### config.mk
export PLATFORM = sky130hd
export DESIGN_NAME = mem_arbiter_flat
export DESIGN_NICKNAME = d
export VERILOG_FILES = /design/src/rtl/mem_arbiter_if.sv /design/src/rtl/mem_arbiter.sv /design/src/flat_wrapper.sv
export SDC_FILE = /design/constraint.sdc
export NUM_CORES = 1
export LEC_CHECK = 0
export ABC_AREA = 1
export CORE_ASPECT_RATIO = 1.1
export CORE_MARGIN = 2
export CORE_UTILIZATION = 37
export CTS_BUF_LIST = sky130_fd_sc_hd__clkbuf_2 sky130_fd_sc_hd__clkbuf_4 sky130_fd_sc_hd__clkbuf_8
export DETAILED_ROUTE_END_ITERATION = 8
export PLACE_DENSITY = 0.75
export SYNTH_ARGS = -nofsm -noshare
export SYNTH_HDL_FRONTEND = slang
export SYNTH_SLANG_ARGS = --single-unit
### constraint.sdc
create_clock -name clk_in -period 1.8 [get_ports clk_in]
set_input_delay 0.54 -clock clk_in [delete_from_list [all_inputs] [get_ports clk_in]]
set_output_delay 0.54 -clock clk_in [all_outputs]
set_load 0.005 [all_outputs]
### src/rtl/mem_arbiter_if.sv
// Bundle of the IF, LSB and memory-controller handshakes around mem_arbiter.
// master is the arbiter's view; slave is the requesters' and controller's view.
interface mem_arbiter_if #(
  parameter int ADDR_WIDTH  = 32,
  parameter int BLOCK_WIDTH = 1
);
  localparam int BLOCK_BITS = 32 * (1 << BLOCK_WIDTH);
  // Wide enough to carry the IF block byte count (8 bytes needs 4 bits)
  localparam int MCW_W = (BLOCK_WIDTH > 0) ? BLOCK_WIDTH + 3 : 3;

  logic                  if_req;
  logic [ADDR_WIDTH-1:0] if_addr;
  logic                  if_done;
  logic [BLOCK_BITS-1:0] if_block;

  logic                  lsb_req;
  logic                  lsb_wr;
  logic [2:0]            lsb_width;
  logic [ADDR_WIDTH-1:0] lsb_addr;
  logic [31:0]           lsb_wdata;
  logic                  lsb_rdone;
  logic                  lsb_wdone;
  logic [31:0]           lsb_rdata;

  logic                  mc_en;
  logic                  mc_ifetch;
  logic                  mc_wr;
  logic [MCW_W-1:0]      mc_width;
  logic [ADDR_WIDTH-1:0] mc_addr;
  logic [31:0]           mc_wdata;
  logic                  mc_done;
  logic [BLOCK_BITS-1:0] mc_rdata;

  modport master (
    input  if_req, if_addr, lsb_req, lsb_wr, lsb_width, lsb_addr, lsb_wdata,
           mc_done, mc_rdata,
    output if_done, if_block, lsb_rdone, lsb_wdone, lsb_rdata,
           mc_en, mc_ifetch, mc_wr, mc_width, mc_addr, mc_wdata
  );

  modport slave (
    output if_req, if_addr, lsb_req, lsb_wr, lsb_width, lsb_addr, lsb_wdata,
           mc_done, mc_rdata,
    input  if_done, if_block, lsb_rdone, lsb_wdone, lsb_rdata,
           mc_en, mc_ifetch, mc_wr, mc_width, mc_addr, mc_wdata
  );
endinterface

### src/rtl/mem_arbiter.sv
// Round-robin arbiter sharing one byte-serial memory controller between
// instruction fetch and the load/store buffer, with UART store stalling.
module mem_arbiter #(
  parameter int                    ADDR_WIDTH  = 32,
  parameter int                    BLOCK_WIDTH = 1,
  parameter logic [ADDR_WIDTH-1:0] IO_ADDR0    = 'h30000,
  parameter logic [ADDR_WIDTH-1:0] IO_ADDR1    = 'h30004
) (
  input  logic          clk_in,
  input  logic          rst_in,
  input  logic          rdy_in,
  input  logic          io_buffer_full,
  input  logic          clear_in,
  mem_arbiter_if.master bus
);
  localparam int               MCW_W    = (BLOCK_WIDTH > 0) ? BLOCK_WIDTH + 3 : 3;
  localparam logic [MCW_W-1:0] IF_WIDTH = MCW_W'(4 * (1 << BLOCK_WIDTH));

  typedef enum logic [1:0] {IDLE, BUSY, GAP} state_t;

  state_t state, state_nx;
  logic   last_if;
  logic   drop;
  logic   lsb_elig;
  logic   grant_if;
  logic   grant_lsb;
  logic   complete;
  logic   is_store;
  logic   drop_now;

  assign is_store = bus.mc_wr && !bus.mc_ifetch;
  // A flush arriving together with mc_done must still suppress the result
  assign drop_now = drop || (clear_in && !is_store);

  always_comb begin
    state_nx  = state;
    grant_if  = 1'b0;
    grant_lsb = 1'b0;
    complete  = 1'b0;
    lsb_elig  = bus.lsb_req &&
                !(bus.lsb_wr && io_buffer_full &&
                  (bus.lsb_addr == IO_ADDR0 || bus.lsb_addr == IO_ADDR1));
    case (state)
      IDLE: begin
        if (bus.if_req && lsb_elig) begin
          grant_if  = !last_if;
          grant_lsb = last_if;
        end else begin
          grant_if  = bus.if_req;
          grant_lsb = lsb_elig;
        end
        if (grant_if || grant_lsb) state_nx = BUSY;
      end
      BUSY: begin
        if (bus.mc_done) begin
          complete = 1'b1;
          state_nx = GAP;
        end
      end
      GAP:     state_nx = IDLE;
      default: state_nx = IDLE;
    endcase
  end

  always_ff @(posedge clk_in) begin
    if (rst_in)      state <= IDLE;
    else if (rdy_in) state <= state_nx;
  end

  always_ff @(posedge clk_in) begin
    if (rst_in) begin
      last_if       <= 1'b0;
      drop          <= 1'b0;
      bus.mc_en     <= 1'b0;
      bus.mc_ifetch <= 1'b0;
      bus.mc_wr     <= 1'b0;
      bus.mc_width  <= '0;
      bus.mc_addr   <= '0;
      bus.mc_wdata  <= '0;
      bus.if_done   <= 1'b0;
      bus.if_block  <= '0;
      bus.lsb_rdone <= 1'b0;
      bus.lsb_wdone <= 1'b0;
      bus.lsb_rdata <= '0;
    end else if (rdy_in) begin
      bus.if_done   <= 1'b0;
      bus.lsb_rdone <= 1'b0;
      bus.lsb_wdone <= 1'b0;
      if (grant_if) begin
        bus.mc_en     <= 1'b1;
        bus.mc_ifetch <= 1'b1;
        bus.mc_wr     <= 1'b0;
        bus.mc_width  <= IF_WIDTH;
        bus.mc_addr   <= bus.if_addr;
        bus.mc_wdata  <= '0;
        last_if       <= 1'b1;
      end else if (grant_lsb) begin
        bus.mc_en     <= 1'b1;
        bus.mc_ifetch <= 1'b0;
        bus.mc_wr     <= bus.lsb_wr;
        bus.mc_width  <= MCW_W'(bus.lsb_width);
        bus.mc_addr   <= bus.lsb_addr;
        bus.mc_wdata  <= bus.lsb_wdata;
        last_if       <= 1'b0;
      end
      if (state == BUSY && clear_in && !is_store) drop <= 1'b1;
      if (complete) begin
        bus.mc_en <= 1'b0;
        if (!drop_now) begin
          if (bus.mc_ifetch) begin
            bus.if_done  <= 1'b1;
            bus.if_block <= bus.mc_rdata;
          end else if (bus.mc_wr) begin
            bus.lsb_wdone <= 1'b1;
          end else begin
            bus.lsb_rdone <= 1'b1;
            bus.lsb_rdata <= bus.mc_rdata[31:0];
          end
        end
      end
      if (state == GAP) drop <= 1'b0;
    end
  end
endmodule

### src/flat_wrapper.sv
// flat-port wrapper written by rule: the top's interface ports become plain ports
module mem_arbiter_flat 
#(
  parameter int                    ADDR_WIDTH  = 32,
  parameter int                    BLOCK_WIDTH = 1,
  parameter logic [ADDR_WIDTH-1:0] IO_ADDR0    = 'h30000,
  parameter logic [ADDR_WIDTH-1:0] IO_ADDR1    = 'h30004
)
  (clk_in, rst_in, rdy_in, io_buffer_full, clear_in, bus_if_req, bus_if_addr, bus_lsb_req, bus_lsb_wr, bus_lsb_width, bus_lsb_addr, bus_lsb_wdata, bus_mc_done, bus_mc_rdata, bus_if_done, bus_if_block, bus_lsb_rdone, bus_lsb_wdone, bus_lsb_rdata, bus_mc_en, bus_mc_ifetch, bus_mc_wr, bus_mc_width, bus_mc_addr, bus_mc_wdata);
  mem_arbiter_if #(.ADDR_WIDTH(ADDR_WIDTH), .BLOCK_WIDTH(BLOCK_WIDTH)) bus_i ();
  input  logic clk_in;
  input  logic rst_in;
  input  logic rdy_in;
  input  logic io_buffer_full;
  input  logic clear_in;
  input wire logic [$bits(bus_i.if_req)-1:0] bus_if_req;
  input wire logic [$bits(bus_i.if_addr)-1:0] bus_if_addr;
  input wire logic [$bits(bus_i.lsb_req)-1:0] bus_lsb_req;
  input wire logic [$bits(bus_i.lsb_wr)-1:0] bus_lsb_wr;
  input wire logic [$bits(bus_i.lsb_width)-1:0] bus_lsb_width;
  input wire logic [$bits(bus_i.lsb_addr)-1:0] bus_lsb_addr;
  input wire logic [$bits(bus_i.lsb_wdata)-1:0] bus_lsb_wdata;
  input wire logic [$bits(bus_i.mc_done)-1:0] bus_mc_done;
  input wire logic [$bits(bus_i.mc_rdata)-1:0] bus_mc_rdata;
  output wire logic [$bits(bus_i.if_done)-1:0] bus_if_done;
  output wire logic [$bits(bus_i.if_block)-1:0] bus_if_block;
  output wire logic [$bits(bus_i.lsb_rdone)-1:0] bus_lsb_rdone;
  output wire logic [$bits(bus_i.lsb_wdone)-1:0] bus_lsb_wdone;
  output wire logic [$bits(bus_i.lsb_rdata)-1:0] bus_lsb_rdata;
  output wire logic [$bits(bus_i.mc_en)-1:0] bus_mc_en;
  output wire logic [$bits(bus_i.mc_ifetch)-1:0] bus_mc_ifetch;
  output wire logic [$bits(bus_i.mc_wr)-1:0] bus_mc_wr;
  output wire logic [$bits(bus_i.mc_width)-1:0] bus_mc_width;
  output wire logic [$bits(bus_i.mc_addr)-1:0] bus_mc_addr;
  output wire logic [$bits(bus_i.mc_wdata)-1:0] bus_mc_wdata;
  assign bus_i.if_req = bus_if_req;
  assign bus_i.if_addr = bus_if_addr;
  assign bus_i.lsb_req = bus_lsb_req;
  assign bus_i.lsb_wr = bus_lsb_wr;
  assign bus_i.lsb_width = bus_lsb_width;
  assign bus_i.lsb_addr = bus_lsb_addr;
  assign bus_i.lsb_wdata = bus_lsb_wdata;
  assign bus_i.mc_done = bus_mc_done;
  assign bus_i.mc_rdata = bus_mc_rdata;
  assign bus_if_done = bus_i.if_done;
  assign bus_if_block = bus_i.if_block;
  assign bus_lsb_rdone = bus_i.lsb_rdone;
  assign bus_lsb_wdone = bus_i.lsb_wdone;
  assign bus_lsb_rdata = bus_i.lsb_rdata;
  assign bus_mc_en = bus_i.mc_en;
  assign bus_mc_ifetch = bus_i.mc_ifetch;
  assign bus_mc_wr = bus_i.mc_wr;
  assign bus_mc_width = bus_i.mc_width;
  assign bus_mc_addr = bus_i.mc_addr;
  assign bus_mc_wdata = bus_i.mc_wdata;
  mem_arbiter #(.ADDR_WIDTH(ADDR_WIDTH), .BLOCK_WIDTH(BLOCK_WIDTH), .IO_ADDR0(IO_ADDR0), .IO_ADDR1(IO_ADDR1)) u_core (.clk_in(clk_in), .rst_in(rst_in), .rdy_in(rdy_in), .io_buffer_full(io_buffer_full), .clear_in(clear_in), .bus(bus_i));
endmodule
======== Word-level counts from Yosys, hierarchy flattened ========
Cells that the tools add are included.
word-level totals
  bits in registers ....................... 173
  input bits .............................. 172
  word-level logic and storage cells ...... 83
  output and inout bits ................... 170
cells by class
  bitwise operators ....................... 3
  mux-type cells .......................... 37
  equality and inequality tests ........... 6
  reductions and logical operators ........ 24
operator list
  operator              count
  $mux 32               4
  $eq 32x18->1 const B  2
  $mux 1                28
  $logic_and 1x1->1     8
  $mux 4                2
  $reduce_and 2->1      3
  $reduce_and 5->1      1
  $mux 2                2
  $pmux 2 s2            1
  $reduce_and 4->1      1
  $reduce_bool 2->1     2
  $logic_not 1->1       3
  $logic_or 1x1->1      3
  $not 1->1             3
  $reduce_and 3->1      1
  $reduce_bool 3->1     1
  $eq 2x1->1 const B    1
  $eq 2x2->1 const B    1
  $logic_not 2->1       1
  $ne 2x1->1 const B    1
  $ne 2x2->1 const B    1

======== Depth between registers and ports, before layout ========
  word-level depth ........................ 12
  mapped depth ............................ 13
  depth with buffers taken out ............ 12

======== Least setup slack after synthesis ========
OpenSTA, ideal clock, no wires.
  kind .................................... input to register
  start ................................... input bus_lsb_addr[23]
  end ..................................... register u_core.state[0]
  buffers on the path ..................... 1
  arrival time ............................ 1570 ps
  stages .................................. 13
  setup slack ............................. 92 ps
  required time ........................... 1663 ps
  setup time .............................. 137 ps
  cell sequence ........................... nor2_1 > nand2_1 > nor2_1 > nand2_1 > nor2_1 > nand2_1 > nand2_1 > nand2_2 > nand2_4 > inv_2 > buf_2 > a21oi_1 > nor2_1
between the ends
  word-level cells in the longest chain between the ends .. 11
  elaborated cells on any way between the ends .. 14
  classes of those cells .................. eq/ne: 3; mux: 4; reduce/logical: 7
ends and longest elaborated chain
  element                       line                RTL
  from (decl)                   flat_wrapper.sv:21  input wire logic [$bits(bus_i.lsb_addr)-1:0] bus_lsb_addr;
  $eq 32x18->1                  mem_arbiter.sv:42   (bus.lsb_addr == IO_ADDR0 || bus.lsb_addr == IO_ADDR1));
  $logic_or 1x1->1 *            mem_arbiter.sv:42
  $logic_and 1x1->1 *           mem_arbiter.sv:41   !(bus.lsb_wr && io_buffer_full &&
  $logic_not 1->1 *             mem_arbiter.sv:41
  $logic_and 1x1->1 *           mem_arbiter.sv:40   lsb_elig = bus.lsb_req &&
  $logic_and 1x1->1             mem_arbiter.sv:45   if (bus.if_req && lsb_elig) begin
  $mux 1                        mem_arbiter.sv:45
  $mux 1                        mem_arbiter.sv:43   case (state)
  $logic_or 1x1->1 *            mem_arbiter.sv:52   if (grant_if || grant_lsb) state_nx = BUSY;
  $ne 2x1->1 (no line) *        -
  $reduce_and 3->1 (no line) *  -
  to (signal assigned)          mem_arbiter.sv:67   else if (rdy_in) state <= state_nx;
  to (decl)                     mem_arbiter.sv:21   state_t state, state_nx;
Every way passes the cells marked *; elsewhere a longest branch is shown, timed or not. The select of a mux whose other input is x is not followed.
A chain may end at the register's enable or synchronous reset.

======== Final worst setup path ========
  start ................................... input rdy_in
  end ..................................... register u_core.bus.mc_wdata[11] (netlist name)
between the ends
  word-level cells in the longest chain between the ends .. 1
ends and longest elaborated chain
  element                     line                  RTL
  from (decl)                 flat_wrapper.sv:13    input logic rdy_in;
  $reduce_and 2->1 (no line)  -
  to (signal assigned)        mem_arbiter.sv:103    bus.mc_wdata <= bus.lsb_wdata;
  to (decl)                   mem_arbiter_if.sv:38  mc_en, mc_ifetch, mc_wr, mc_width, mc_addr, mc_wdata
No other way between the ends.

==> flow_metrics.env <==
export IMPL_rsz0062_at_grt="yes"
export IMPL_grt_pass1_vias=6622
export IMPL_synth_area_leaders="dfxtp_1 (52%), nor2_1 (12%), nand2_1 (12%)"
export IMPL_worstPathRequired_ps=2160
export IMPL_reg2reg_slack_ps=170
export IMPL_boundaryPins=342
export IMPL_cts_root_buf="clkbuf_8"
export IMPL_skew_ps=14.9
export IMPL_hp_start="bus_lsb_addr[13]"
export IMPL_synth_top_area_share=0.521
export IMPL_yosys_warnings=0
export IMPL_crit_arrival_ps=2130
export IMPL_pre_cts_ws_ps=-619
export IMPL_syn_area_sq_um=6620
export IMPL_fin_ws_ps=24.2
export IMPL_start_util=0.376
export IMPL_leakage_nw=5.26
export IMPL_cp_start_kind="primary input"
export IMPL_peakVddDrop_mv=0.475
export IMPL_r2r_end="u_core.bus.if_block[51]"
export IMPL_hold_viol=0
export IMPL_wire_per_inst_um=15.9
export IMPL_drt_first_pass_iters=5
export IMPL_nets=1422
export IMPL_syn_area_per_cell_sq_um=7.36
export IMPL_ant_nets=0
export IMPL_overflow=0
export IMPL_drc=0
export IMPL_finalMaxSlewViolations=0
export IMPL_synth_nets=1071
export IMPL_fin_crit_sh=0.987
export IMPL_gp_congestion=0.928
export IMPL_status="completed"
export IMPL_clkLatencyLatePin_ps=450
export IMPL_io_buffers=341
export IMPL_setup_viol=0
export IMPL_clk_pin_slew_ps=100
export IMPL_vias=7188
export IMPL_finalSetupTns_ps=0
export IMPL_placed_area_sq_um=10400
export IMPL_row_count=51
export IMPL_core_area_sq_um=17600
export IMPL_fmax_mhz=563
export IMPL_yosys_top_cells_count="nor2_1 (217), nand2_1 (207), dfxtp_1 (172), o21ai_0 (89), a21oi_1 (63)"
export IMPL_cts_buffers=17
export IMPL_dp_final_hpwl_um=16400
export IMPL_syn_inst=899
export IMPL_die_area_sq_um=19000
export IMPL_final_area_sq_um=11100
export IMPL_grt_antenna_before_repair=1
export IMPL_yosysMostFrequentCell="nor2_1"
export IMPL_async_reset_ff_frac=0
export IMPL_cp_max_fo=10
export IMPL_viasPerCell=4.79
export IMPL_synth_top_area_cell="dfxtp_1"
export IMPL_hold_class="in -> reg"
export IMPL_worstHoldEndpoint="u_core.bus.mc_addr[13]"
export IMPL_path_class="in -> reg"
export IMPL_clock_sinks=172
export IMPL_cts_hold_buf=0
export IMPL_tightest_slew_ps=394
export IMPL_synth_edf_count=0
export IMPL_r2r_cells=8
export IMPL_wirelength_um=23800
export IMPL_first_iter_violations=439
export IMPL_grt_pass1_wl_um=35700
export IMPL_drive_gt1_frac=0.143
export IMPL_cts_max_level=4
export IMPL_synthFlopType="dfxtp_1"
export IMPL_yosysUniqueCellTypes=24
export IMPL_holdWs_ps=463
export IMPL_holdPathStages=5
export IMPL_dieWidth_um=131
export IMPL_slew_headroom=0.737
export IMPL_r2r_start="u_core.bus.mc_width[3]"
export IMPL_min_period_ps=1780
export IMPL_critPathCaptureType="flip-flop"
export IMPL_fin_util=0.628
export IMPL_seq_area_frac_synth=0.521
export IMPL_grt_use_total=0.239
export IMPL_maxCapViolCount=0
export IMPL_grt_max_degree=75
export IMPL_die_y_um=144
export IMPL_power_density_nw_per_um2=751
export IMPL_syn_to_final_growth_pct=67.3
export IMPL_cts_tree="done"
export IMPL_clk_path_buf_depth=2
export IMPL_ys_ff_latch=172
power breakdown:
part           internal (mW)  switching (mW)  total, mW
Sequential              3.93          0.0640       4.00
Combinational          0.739           0.625       1.36
Clock                   1.44            1.51       2.95
Total                   6.11            2.20       8.31
flip-flops by register name, summed over array words and instances (netlist names):
register,cells
u_core.bus.if_block,64
u_core.bus.if_done,1
u_core.bus.lsb_rdata,32
u_core.bus.lsb_rdone,1
u_core.bus.lsb_wdone,1
u_core.bus.mc_addr,32
u_core.bus.mc_en,1
u_core.bus.mc_wdata,32
u_core.bus.mc_width,4
u_core.bus.mc_wr,1
u_core.drop,1
u_core.state,2
area by class of cell:
cell class	count	area, sq um
clock buffers	18	248
multi-input cells	651	2910
well taps	238	298
flip-flops and latches	172	3510
clock inverters	13	178
fillers	1627	6550
repair buffers	389	3830
diodes	1	2.50
inverters	19	78.8
layout by cell type, fill, tap and decap left out:
cell             count
a21oi_1             59
a21oi_2             15
buf_12              15
buf_16               3
buf_2                1
buf_4               25
buf_6                5
bufinv_16            3
clkbuf_2             1
clkbuf_8            18
clkdlybuf4s15_1      4
clkdlybuf4s50_1    137
clkinvlp_4           4
dfxtp_1            119
dfxtp_2             52
dfxtp_4              1
diode_2              1
dlygate4sd2_1      184
dlymetal6s2s_1      14
inv_1               13
inv_2                5
inv_6                4
inv_8                3
nand2_1            197
nand2_2             10
nand2_4              3
nand2_8              1
nand3_1             34
nand3_2              2
nand3b_1             3
nand4_1              3
nor2_1             212
nor2_2               6
nor2_4               3
nor2_8               1
nor3_1               2
o21a_1               1
o21ai_0             88
o21ai_1             11
worst max-delay path, cell delays in order:
cell	delay (ps)
clkdlybuf4s50_1	510
inv_1	80
nor2_2	310
nand2_4	180
nor2_8	240
nand2_1	90
a21oi_1	180
how the worst max path moves through the flow:
stage                           startpoint                 endpoint  depth (start not counted)
after floorplan           bus_lsb_addr[23]          u_core.state[0]                         13
after global placement    bus_lsb_addr[23]  u_core.bus.mc_wdata[17]                         13
after global routing      bus_lsb_addr[27]  u_core.bus.mc_wdata[18]                         15
after CTS                 bus_lsb_addr[15]  u_core.bus.mc_wdata[26]                         13
final                               rdy_in  u_core.bus.mc_wdata[11]                          7
after detailed placement  bus_lsb_addr[23]  u_core.bus.mc_wdata[11]                         13
stage by stage:
stage / instances / power [mW]
after detailed placement: 1454 / 5.38
after global placement: 1454 / 5.37
after CTS: 1497 / 8.31
after global routing: 1501 / 8.68
after floorplan: 899 / 4.57
final: 1501 / 8.31
layer usage:
layer  routed length (um)  track usage  share of wire  vias to the layer above
li1                     -            -              -                     3584
met1                 9530        0.281           0.40                     3310
met2                12200        0.419           0.51                      256
met3                 1410       0.0655          0.059                       38
met4                  639       0.0892          0.027                        0
met5                    0            0              0                        -
kinds of logic (layout without fill, tap and decap cells):
group | after synthesis | after routing | share of synthesized area
DFF | 172 | 172 | 0.521
other | 0 | 1 | 0
buffers and inverters | 79 | 439 | 0.0556
and+or+nand+nor | 474 | 477 | 0.286
AOI/OAI and AO/OA | 174 | 174 | 0.138
what timing repair did:
item                                    in CTS  in global routing
setup buffers                                8                  1
pin swaps                                    4                 19
endpoints found under the setup margin     241                 71
cloned                                       4                  2
gates resized for setup                    257                 45
(Power assumes the default switching activity.)
